==> src/rtl/sad_me_ctrl.sv <==
// Sequencing controller for a 2x2 SAD motion-estimation datapath.
// Walks NCAND candidates, accumulates partial SADs, tracks the minimum.
module sad_me_ctrl #(
  parameter int NCAND = 16
) (
  input  logic        clk,
  input  logic        rst,
  input  logic        start,
  output logic        busy,
  output logic        req_valid,
  input  logic        req_ready,
  output logic [7:0]  req_cand,
  output logic [2:0]  req_row,
  output logic [2:0]  req_col,
  input  logic        sad_valid,
  input  logic [9:0]  sad_in,
  output logic        done,
  output logic [13:0] best_sad,
  output logic [7:0]  best_idx
);

  typedef enum logic [1:0] {
    IDLE,
    RUN,
    DRAIN,
    DONE
  } state_t;

  localparam logic [11:0] LAST = 12'(NCAND * 16 - 1);

  state_t      state;
  state_t      state_nx;
  logic [11:0] req_cnt;
  logic [11:0] rsp_cnt;
  logic        rsp_all;
  logic [13:0] acc;
  logic [13:0] total;
  logic        xfer;
  logic        rsp_en;
  logic        rsp_last;

  // Request fields decode straight from the raster counter.
  assign req_cand = req_cnt[11:4];
  assign req_row  = {req_cnt[3:2], 1'b0};
  assign req_col  = {req_cnt[1:0], 1'b0};

  assign xfer     = req_valid && req_ready;
  assign rsp_en   = sad_valid && !rsp_all &&
                    (state == RUN || state == DRAIN);
  assign rsp_last = rsp_en && (rsp_cnt == LAST);
  assign total    = acc + {4'd0, sad_in};

  always_comb begin
    state_nx  = state;
    req_valid = 1'b0;
    busy      = 1'b1;
    done      = 1'b0;
    unique case (state)
      IDLE: begin
        busy = 1'b0;
        if (start) state_nx = RUN;
      end
      RUN: begin
        req_valid = 1'b1;
        if (xfer && req_cnt == LAST) state_nx = DRAIN;
      end
      DRAIN: begin
        if (rsp_all || rsp_last) state_nx = DONE;
      end
      DONE: begin
        done     = 1'b1;
        state_nx = IDLE;
      end
      default: state_nx = IDLE;
    endcase
  end

  always_ff @(posedge clk or posedge rst) begin
    if (rst) begin
      state    <= IDLE;
      req_cnt  <= '0;
      rsp_cnt  <= '0;
      rsp_all  <= 1'b0;
      acc      <= '0;
      best_sad <= 14'h3FFF;
      best_idx <= '0;
    end else begin
      state <= state_nx;
      if (state == IDLE && start) begin
        req_cnt  <= '0;
        rsp_cnt  <= '0;
        rsp_all  <= 1'b0;
        acc      <= '0;
        best_sad <= 14'h3FFF;
        best_idx <= '0;
      end else begin
        if (xfer) req_cnt <= req_cnt + 12'd1;
        if (rsp_en) begin
          rsp_cnt <= rsp_cnt + 12'd1;
          if (rsp_last) rsp_all <= 1'b1;
          // Sixteenth sub-block closes the candidate; strict < keeps lower index on ties.
          if (rsp_cnt[3:0] == 4'hF) begin
            acc <= '0;
            if (total < best_sad) begin
              best_sad <= total;
              best_idx <= rsp_cnt[11:4];
            end
          end else begin
            acc <= total;
          end
        end
      end
    end
  end

endmodule

==> config.mk <==
export PLATFORM = sky130hd
export DESIGN_NAME = sad_me_ctrl
export DESIGN_NICKNAME = d
export VERILOG_FILES = /design/src/rtl/sad_me_ctrl.sv
export SDC_FILE = /design/constraint.sdc
export NUM_CORES = 1
export LEC_CHECK = 0
export CAP_MARGIN = 30
export CORE_ASPECT_RATIO = 2
export CORE_MARGIN = 10
export CORE_UTILIZATION = 56
export CTS_BUF_LIST = sky130_fd_sc_hd__clkbuf_4
export DETAILED_ROUTE_END_ITERATION = 8
export HOLD_SLACK_MARGIN = 0.03
export PLACE_DENSITY = 0.82
export RECOVER_POWER = 50
export SLEW_MARGIN = 10
export SYNTH_ARGS = -nofsm -noshare
export SYNTH_HDL_FRONTEND = slang
export SYNTH_SLANG_ARGS = --single-unit
==> constraint.sdc <==
create_clock -name clk -period 4.35 [get_ports clk]
set_input_delay 0.87 -clock clk [delete_from_list [all_inputs] [get_ports clk]]
set_output_delay 0.87 -clock clk [all_outputs]
set_load 0.005 [all_outputs]
==> flow_summary_export.csv <==
group,metric,value,unit
timing,finalSetupTns,0,ps
power,leakagePower,2.26,nW
clock_network,cts_buffers,9,
grt,grt_pass1_vias,3193,
timing,setup_viol,0,
worst_setup_path,cp_data_required_time,4690,ps
place,port_buffers,51,
yosys,netlist_area,0.00365,sq mm
clock_network,clk_latency,420,ps
yosys,async_flop_share,100,%
clock_network,cts_tree,"done",
run_status,violations,"capacitance limit, slew limit",
die,fp.dieW,77.1,microns
clock_network,cts.sink_count,63,
routing,first_iter_violations,148,
yosys,yosysSeqAreaShare,43.6,%
grt,antenna_found_initial,0,
cells_and_area,antenna_cells,0,
cells_and_area,nNetsFinal,480,
routing,wl_per_cell,16.8,microns
routing,wl,8830,microns
timing,max_freq,245,MHz
run,drv_cap,1,
timing,worst_slew_pin_slew,1610,ps
clock_network,post-cts-setup-buffers,0,
hold_path,hold_path_class,"flop to flop",
yosys,syn_inst,357,
yosys,synth_area_per_cell,10.2,sq um
timing,rsz0062_at_grt,"no",
routing,viasPerCell,5.63,
cells_and_area,mostFrequentLayoutCells,"dfrtp_1, clkdlybuf4s50_1, nor2_1",
clock_network,cts_hold_buffers,0,
timing,slew_headroom,-7.05,%
die,die_h,134,microns
yosys,yosys_warnings,0,
cells_and_area,final_common_cell,"dfrtp_1",
timing,fin_crit,4080,ps
clock_network,htree_levels,3,
timing,fin_worst_skew,13.4,ps
grt,overflow,0,
timing,finalMaxSlewViolations,31,
timing,period_share,93.8,%
clock_network,clockRootBuffer,"clkbuf_4",
die,core,0.00631,sq mm
routing,remaining_drc_errors,0,
cells_and_area,final_area,0.00452,sq mm
routing,drtPass1Iterations,4,
die,initial_core_util,57.9,%
worst_setup_path,crit_path_end_kind,"flop",
place,gp_congestion,0.815,
clock_network,clockBufferDepth,2,
power,irDropWorstVdd,0.260,mV
grt,grt_usage,17.6,%
cells_and_area,areaGrowthSynthToFinish,23.7,%
die,dieArea,0.0104,sq mm
power,pwr_density_cell,478,mW/mm^2
timing,hold_viol,0,
place,post-dp-hpwl,6730,microns
worst_setup_path,critPathKind,"input pin to flop",
cells_and_area,drive_gt1_share,14.8,%
grt,grt_max_degree,39,
yosys,synth_flop_cell,"dfrtp_1",
worst_setup_path,cp-start-kind,"input pin",
grt,grt_pass1_wl,14800,microns
routing,via_count,2955,
yosys,synth_edf_count,0,
worst_setup_path,cp_max_fo,6,
yosys,synth_cell_types,52,
clock_network,cts.repair.resized,0,
routing,ant_nets,0,
clock_network,clk_pin_slew_worst_paths,100,ps
die,placementRows,41,
die,ios,54,
yosys,ys_ff_latch,63,
place,dpl_cell_area,0.00441,sq mm
run_status,status,"complete, but fails checks",
worst_setup_path,arrival,4420,ps
[synthesized netlist by cell type, types with 3 or more instances]
cell type	n	area share, %
inv_1	24	2.5
nand3_1	12	1.6
nor2b_1	3	0.51
mux2i_1	10	2.7
clkbuf_1	6	0.62
o21ai_1	3	0.41
buf_6	3	0.92
xnor2_1	13	3.1
dfrtp_1	49	34
a22o_1	14	3.4
nor2_1	35	3.6
a21o_1	6	1.2
o211ai_1	9	1.8
xor2_1	17	4.1
and3_1	8	1.4
o21ai_0	7	0.96
ha_1	30	10
dfstp_2	14	10
nand2b_1	3	0.51
nand2_1	30	3.1
a21oi_1	18	2.5
o31a_1	3	0.72
nand4_1	5	0.86
[power breakdown]
part / switching (mW) / internal, mW
sequential: 0.0694 / 0.671
clock: 0.208 / 0.165
combinational: 0.555 / 0.490
total: 0.832 / 1.33
[metal layers]
layer	part of all wire (%)	up-vias	GRT usage [%]
met3	4.0	20	4.42
li1	-	1405	-
met2	58	68	33.2
met4	2.8	0	9.29
met1	36	1462	16.8
met5	0	-	0
[area by class of cell]
| cell class | instances | area (sq um) |
|---|---|---|
| tap | 86 | 108 |
| clock buffer | 9 | 67.6 |
| inverter | 24 | 90.1 |
| fill | 477 | 1790 |
| sequential | 63 | 1590 |
| timing repair buffer | 78 | 722 |
| multi-input combinational | 258 | 1880 |
| clock inverter | 7 | 53.8 |
[per-stage QoR]
stage	hold WS, ps	instances	worst slack, ps	utilization (%)	total power [mW]
2_1_floorplan	466	358	555	-	1.42
3_3_place_gp	495	508	-42.8	69.8	1.74
3_5_place_dp	505	509	-141	69.9	1.80
4_1_cts	532	525	269	71.8	2.18
5_1_grt	547	525	56.5	71.6	2.31
6_report	521	525	268	71.6	2.16
[kinds of logic after synthesis]
family / Yosys count / synth area share (%)
DFF: 63 / 43.6
other: 1 / 0.103
xor gates and xnor gates: 31 / 7.64
AOI/OAI and AO/OA: 76 / 16.1
and+or+nand+nor: 107 / 14.0
buffers and inverters: 37 / 4.69
muxes: 11 / 3.05
adders and majority gates: 31 / 10.8
[registers in the layout, summed over array words and instances (netlist names)]
| name | flops |
|---|---|
| acc | 14 |
| best_idx | 8 |
| best_sad | 14 |
| req_cnt | 12 |
| rsp_all | 1 |
| rsp_cnt | 12 |
| state | 2 |
[path summary, 6_finish.rpt]
check                           from          end  slack [ps]  depth (start not counted)
min reg2reg                   acc[8]       acc[8]         520                          1
min in group asynchronous        rst  best_idx[1]        1240                          2
max reg2reg                   acc[0]  best_sad[4]         800                         18
max in group asynchronous        rst   req_cnt[7]        1010                          3
min                           acc[8]       acc[8]         520                          1
max                        sad_in[0]  best_sad[4]         270                         19
[critical path, stage by stage]
cell and delay [ps]:
clkdlybuf4s50_1 460, ha_1 180, inv_1 60, fa_1 370, nand2b_1 170, a21oi_1 150
buf_4 150, o21ai_1 90, a21oi_1 160, xor2_1 230, ha_1 280, nand4_1 130
inv_1 90, a2111oi_4 350, o31a_2 250, buf_12 120, buf_4 120, nand2_1 50
o211ai_1 110
Power figures use the tool's default switching activity.
